### config.mk
export PLATFORM = sky130hd
export DESIGN_NAME = display_page_sequencer
export DESIGN_NICKNAME = d
export VERILOG_FILES = /design/src/rtl/display_page_sequencer.sv
export SDC_FILE = /design/constraint.sdc
export NUM_CORES = 1
export LEC_CHECK = 0
export BUFFER_PORTS_ARGS = -buffer_cell sky130_fd_sc_hd__buf_2
export CAP_MARGIN = 5
export CELL_PAD_IN_SITES_DETAIL_PLACEMENT = 1
export CELL_PAD_IN_SITES_GLOBAL_PLACEMENT = 1
export CORE_MARGIN = 4
export CORE_UTILIZATION = 38
export DETAILED_ROUTE_END_ITERATION = 8
export HOLD_SLACK_MARGIN = 0.02
export MAX_ROUTING_LAYER = met4
export PLACE_DENSITY = 0.79
export SYNTH_ARGS = -nofsm -noshare
export SYNTH_HDL_FRONTEND = slang
export SYNTH_SLANG_ARGS = --single-unit
### constraint.sdc
create_clock -name clk_2Hz -period 3.75 [get_ports clk_2Hz]
set_input_delay 0.375 -clock clk_2Hz [delete_from_list [all_inputs] [get_ports clk_2Hz]]
set_output_delay 0.375 -clock clk_2Hz [all_outputs]
set_load 0.02 [all_outputs]
### src/rtl/display_page_sequencer.sv
// Rotates NUM_PAGES binary values onto one DIGITS-wide BCD field, with hold/step and a flashing alarm page.
// Latency: one clk_2Hz tick from the page value input to disp_bcd; page_idx/blank are registered.
// No backpressure: free-running tick domain. Optional macro LEADING_ZERO_BLANK_EN blanks leading zero digits.
module display_page_sequencer #(
  parameter int NUM_PAGES = 4,
  parameter int VAL_W     = 8,
  parameter int DIGITS    = 2,
  parameter int DWELL     = 6,
  parameter int FLASH_MIN = 4,
  localparam int PW       = (NUM_PAGES > 1) ? $clog2(NUM_PAGES) : 1
) (
  input  logic                       clk_2Hz,
  input  logic                       rst,
  input  logic [NUM_PAGES*VAL_W-1:0] page_vals,
  input  logic [NUM_PAGES-1:0]       page_en,
  input  logic                       hold,
  input  logic                       step,
  input  logic                       alarm,
  input  logic [PW-1:0]              alarm_page,
  output logic [PW-1:0]              page_idx,
  output logic [DIGITS*4-1:0]        disp_bcd,
  output logic                       blank,
  output logic                       over
);

  localparam int DW = (DWELL > 2) ? $clog2(DWELL) : 1;
  localparam int FW = (FLASH_MIN > 0) ? $clog2(FLASH_MIN + 1) : 1;
  localparam int RW = (VAL_W < 4) ? 4 : VAL_W;

  localparam logic [1:0] ST_ROTATE = 2'd0;
  localparam logic [1:0] ST_HOLD   = 2'd1;
  localparam logic [1:0] ST_ALARM  = 2'd2;

  localparam logic [DW-1:0] DWELL_LAST = DW'(DWELL - 1);
  localparam logic [FW-1:0] FLASH_TGT  = FW'(FLASH_MIN);
  localparam logic [PW:0]   NP         = (PW + 1)'(NUM_PAGES);

  function automatic logic [63:0] pow10(input int n);
    logic [63:0] r;
    r = 64'd1;
    for (int i = 0; i < n; i++) r = r * 64'd10;
    return r;
  endfunction

  localparam logic [63:0] MAX_VAL = pow10(DIGITS) - 64'd1;

  logic [1:0]       state_q, state_d;
  logic [PW-1:0]    page_idx_q, page_idx_d;
  logic [DW-1:0]    dwell_cnt_q, dwell_cnt_d;
  logic [FW-1:0]    flash_cnt_q, flash_cnt_d;
  logic             blank_q, blank_d;
  logic [VAL_W-1:0] snap_q, snap_d;

  logic [VAL_W-1:0] vals [NUM_PAGES];
  logic [PW-1:0]    nxt_idx;
  logic [PW-1:0]    alarm_idx;
  logic [FW-1:0]    flash_inc;
  logic [DIGITS*4-1:0] bcd;
  logic             over_c;

  // Unpack the flat page value bus into an indexable array.
  always_comb begin
    for (int p = 0; p < NUM_PAGES; p++) vals[p] = page_vals[p*VAL_W +: VAL_W];
  end

  // Next enabled page after the current one, wrapping; falls back to the current page.
  always_comb begin
    logic found;
    int   c;
    found   = 1'b0;
    nxt_idx = page_idx_q;
    for (int k = 1; k <= NUM_PAGES; k++) begin
      c = (int'(page_idx_q) + k) % NUM_PAGES;
      if (!found && page_en[PW'(c)]) begin
        found   = 1'b1;
        nxt_idx = PW'(c);
      end
    end
  end

  // Out-of-range alarm pages fall back to page 0; flash counter saturates at its target.
  always_comb begin
    alarm_idx = ({1'b0, alarm_page} >= NP) ? '0 : alarm_page;
    flash_inc = (flash_cnt_q >= FLASH_TGT) ? flash_cnt_q : flash_cnt_q + 1'b1;
  end

  // Sequencer FSM: alarm pre-empts everything, step beats dwell expiry, hold freezes the dwell count.
  always_comb begin
    state_d     = state_q;
    page_idx_d  = page_idx_q;
    dwell_cnt_d = dwell_cnt_q;
    flash_cnt_d = flash_cnt_q;
    blank_d     = blank_q;
    case (state_q)
      ST_ALARM: begin
        // flash_inc counts the ticks already spent flashing including this one, so the alarm
        // page is shown for exactly FLASH_MIN ticks on a short alarm pulse.
        blank_d     = ~blank_q;
        flash_cnt_d = flash_inc;
        if (!alarm && (flash_inc >= FLASH_TGT)) begin
          state_d     = ST_ROTATE;
          dwell_cnt_d = '0;
          blank_d     = 1'b0;
        end
      end
      default: begin
        if (alarm) begin
          state_d     = ST_ALARM;
          page_idx_d  = alarm_idx;
          flash_cnt_d = '0;
          blank_d     = 1'b1;
        end else begin
          state_d = hold ? ST_HOLD : ST_ROTATE;
          blank_d = (page_en == '0);
          if (step || (!hold && (dwell_cnt_q == DWELL_LAST))) begin
            page_idx_d  = nxt_idx;
            dwell_cnt_d = '0;
          end else if (!hold) begin
            dwell_cnt_d = dwell_cnt_q + 1'b1;
          end
        end
      end
    endcase
    snap_d = vals[page_idx_d];
  end

  // State registers with asynchronous reset.
  always_ff @(posedge clk_2Hz or posedge rst) begin
    if (rst) begin
      state_q     <= ST_ROTATE;
      page_idx_q  <= '0;
      dwell_cnt_q <= '0;
      flash_cnt_q <= '0;
      blank_q     <= 1'b0;
      snap_q      <= '0;
    end else begin
      state_q     <= state_d;
      page_idx_q  <= page_idx_d;
      dwell_cnt_q <= dwell_cnt_d;
      flash_cnt_q <= flash_cnt_d;
      blank_q     <= blank_d;
      snap_q      <= snap_d;
    end
  end

  // Decode the registered snapshot to BCD; values beyond the field saturate to all nines.
  always_comb begin
    logic [RW-1:0] rem;
    logic          lead;
    over_c = (64'(snap_q) > MAX_VAL);
    rem    = RW'(snap_q);
    bcd    = '0;
    for (int d = 0; d < DIGITS; d++) begin
      bcd[d*4 +: 4] = over_c ? 4'h9 : 4'(rem % RW'(10));
      rem           = rem / RW'(10);
    end
    lead = 1'b1;
`ifdef LEADING_ZERO_BLANK_EN
    for (int d = DIGITS - 1; d > 0; d--) begin
      if (lead && (bcd[d*4 +: 4] == 4'h0)) bcd[d*4 +: 4] = 4'hF;
      else                                 lead = 1'b0;
    end
`else
    lead = lead & 1'b0;
`endif
  end

  assign page_idx = page_idx_q;
  assign blank    = blank_q;
  assign disp_bcd = bcd;
  assign over     = over_c;

endmodule
==> impl_metrics.yaml <==
status:
  status: "finished, final reports clean"
sta:
  rsz0062_at_grt: "no"
  final_number_of_setup_violating_endpoints: 0
  period_minus_slack_ns: 3.47
  maxClockFrequency_mhz: 289
  tightestPinTransition_ns: 0.730
  skew_ns: 0.0131
  hold_viol_final: 0
  final.setup.worst_slack_ns: 0.285
  slew_headroom: 0.512
  layout_worst_path_cycle_share: 0.924
  finalSetupTns_ns: 0
  timing_max_transition_violations_final: 0
floorplanning:
  fp.dieArea_um2: 6010
  core_area_um2: 4690
  starting_density_of_the_core: 0.391
  row_count: 25
  top_level_ports: 55
  chip_width_um: 77.5
  fp.dieH_um: 77.5
critical_path:
  worst_setup_path_type: "flop to output port"
  end_kind: "output port"
  slowest_stage: "dfrtp_2"
  cpPeakStageDelay_ns: 0.55
  critical_path.cell_chain: "nor4bb_1 > a221oi_1 > o21ai_1 > ha_1 > nand2_1 > nor2_1 > o211ai_1 > a22o_1 > ha_1 > o21ai_0 > a21oi_1 > a211o_1 > buf_2"
  crit-reg2reg-launch: "page_idx[0]"
  crit-reg2reg-capture: "snap_q[5]"
  cp_common_cell: "ha_1"
  timing.critical_path.fanout_max: 19
  worstPathArrival_ns: 3.09
  crit_start_category: "flop"
  ff2ff_setup_slack_ns: 1.13
  reg2regPathDepth: 7
  worst-endpoint-required_ns: 3.38
drt:
  met1Wirelength_um: 2290
  detail_route.vias_per_cell: 5.60
  detailedRoute.firstIterationViolations: 123
  count_of_nets_left_with_antenna_violations_after_detail_routing: 0
  detailroute.wirelength.met2_um: 2240
  route.met3.wl_um: 176
  drt-pass1-iter-count: 4
  routedWlPerCell_um: 14.7
  maxUsedRoutingLayer: "met4"
  drc_errors: 0
  number_of_vias_after_detailed_routing: 1804
  postRouteWirelength_um: 4740
global_routing:
  track_usage: 0.174
  grt_first_pass_wirelength_um: 8490
  vias_in_the_first_global_route: 1840
  globalRoute.totalOverflow: 0
  pin_count_of_the_biggest_net_entering_global_routing: 20
  number_of_antenna_violations_at_the_first_check_in_global_routing: 0
clocking:
  numCtsBuffers: 3
  hold_buffer_count_at_cts: 0
  post-cts-setup-buffers: 0
  max-clock-path-buffers: 2
  cts.clk_slew.worst_paths_ns: 0.08
  clockRootBuffer: "clkbuf_8"
  cts_tree: "yes"
  cts.htree.levels: 1
  clkSinkCount: 19
  clk_latency_ns: 0.26
logic_synthesis:
  portion_of_netlist_area_occupied_by_mux_cells: 0.148
  fraction_of_the_mapped_netlist_area_in_compound_gates: 0.258
  synth_xor_area_frac: 0.0239
  yosys-top-cells-count: "mux2i_1 (26), a21oi_1 (19), dfrtp_1 (19)"
  yosys_register_bits: 19
  synth_flop_cell: "dfrtp_1"
  ys.warnings.count: 0
  synth_top_cell_by_area: "dfrtp_1"
  yosys.cell_types.count: 50
  synth_area_leaders: "dfrtp_1 (26%), mux2i_1 (14%), a21oi_1 (5.2%), ha_1 (4.8%), nor2_1 (3.7%)"
  synth_enable_flop_cells: 0
  synth_most_common_cell: "mux2i_1"
  ys_seq_area_frac: 0.259
  summed_instance_area_of_the_synthesized_netlist_um2: 1840
  ys_async_sr_fraction: 1.00
  yosysTopAreaCellShare: 0.259
  post_synth.cell_area_avg_um2: 8.38
  synth_fp_nets: 269
  combinational_family_with_the_most_area_after_synthesis: "compound AO/OA/AOI/OAI gates"
  post_synth_and_or_nand_nor_area_fraction: 0.192
  syn-instance-count: 219
  share_of_synthesized_cell_area_in_full_adder_half_adder_and_majority_cells: 0.0477
place:
  place.detailed.instances: 318
  io_buffer_count: 54
  preCtsSetupSlack_ns: 0.433
  place.gp.congestion: 0.847
  dp_hpwl_um: 3750
power:
  total_power_mw: 2.29
  switch_share: 0.518
  cellInternalPower_mw: 1.10
  net-switching-power_mw: 1.19
  share_clk_of_total_power: 0.064
  p_leak_nw: 1.06
  power.share.combinational: 0.725
  vdd_ir_drop_max_v: 0.000349
  power_density_nw_per_um2: 1050
  power.sequential.fraction: 0.211
final_layout:
  layout-drive-gt1-share: 0.280
  multi_input_comb_area_um2: 1230
  net_count_final: 319
  fin_util: 0.466
  area_growth_pct: 19.2
  final-seq-area_um2: 479
  fillers: 591
  finish.cell_count_without_fillers: 322
  antenna-diode-count: 0
worst_hold_path:
  min_path_type: "input pin to asynchronous set/reset pin"
run:
  timing.max_cap.violations: 0
[repair_timing]
| item | CTS | global route |
|---|---|---|
| resized for setup | 0 | 4 |
| endpoints found under the hold margin | 0 | 0 |
| setup endpoints to repair | 0 | 1 |
[sequential cells by signal (all words and copies together) (netlist names)]
name / cells
flash_cnt_q: 3
dwell_cnt_q: 3
page_idx: 2
snap_q: 8
state_q: 2
blank: 1
[power by group through the flow]
stage	sequential [mW]	clock [mW]	combinational, mW
6_report	0.484	0.147	1.66
5_1_grt	0.512	0.161	1.87
3_5_place_dp	0.477	0	1.67
4_1_cts	0.476	0.150	1.68
3_3_place_gp	0.471	0	1.63
2_1_floorplan	0.376	0	1.37
[through the flow]
stage	hold slack, ns	cell area (um2)
3_5_place_dp	0.439	2130
3_3_place_gp	0.443	2130
6_report	0.221	2190
5_1_grt	0.298	2190
4_1_cts	0.249	2180
2_1_floorplan	0.326	1840
[worst max-delay path: cells and delay by family, from the launching register on]
family / cells / cell delay [ns]
AOI/OAI and AO/OA: 7 / 1.12
buffers and inverters: 1 / 0.15
DFF: 1 / 0.55
and+or+nand+nor: 3 / 0.57
adders and majority gates: 2 / 0.43
[area by class of cell]
class                           instances  area share
Clock inverter                          1     0.00343
Sequential cell                        19       0.219
Tap cell                               54      0.0309
Inverter                               14      0.0240
Timing Repair Buffer                   59       0.141
Multi-Input combinational cell        172       0.563
Clock buffer                            3      0.0189
[metal layers]
| layer | GRT usage | up-vias |
|---|---|---|
| li1 | - | 901 |
| met1 | 0.231 | 855 |
| met2 | 0.286 | 43 |
| met3 | 0.0220 | 5 |
| met4 | 0.0391 | 0 |
| met5 | - | - |
[cells in the final DEF, fill, tap and decap left out, drive strengths merged, types with 5 or more instances in the layout]
cell type / count
nand2: 9
dfrtp: 19
o21ai: 13
mux2i: 26
nor2: 18
nand2b: 5
ha: 7
nor2b: 7
buf: 59
a21oi: 21
inv: 14
[cells by family (layout without fill, tap and decap cells)]
| group | Yosys count | count (layout) |
|---|---|---|
| AO/OA/AOI/OAI | 69 | 69 |
| XOR/XNOR | 5 | 5 |
| adder cells (fa/ha/maj) | 7 | 7 |
| buffers and inverters | 28 | 77 |
| flip-flops | 19 | 19 |
| multiplexers | 27 | 27 |
| AND/OR/NAND/NOR | 64 | 64 |
[how the worst max path moves through the flow]
stage          slack (ns)       from  cells after the start           to
2_1_floorplan        0.90  snap_q[2]                     11  disp_bcd[7]
3_3_place_gp         0.54  snap_q[7]                     13  disp_bcd[7]
3_5_place_dp         0.43  snap_q[5]                     13  disp_bcd[7]
4_1_cts              0.14  snap_q[5]                     13  disp_bcd[7]
5_1_grt              0.02  snap_q[7]                     13  disp_bcd[7]
6_report             0.28  snap_q[5]                     13  disp_bcd[7]
(Power assumes the default switching activity.)
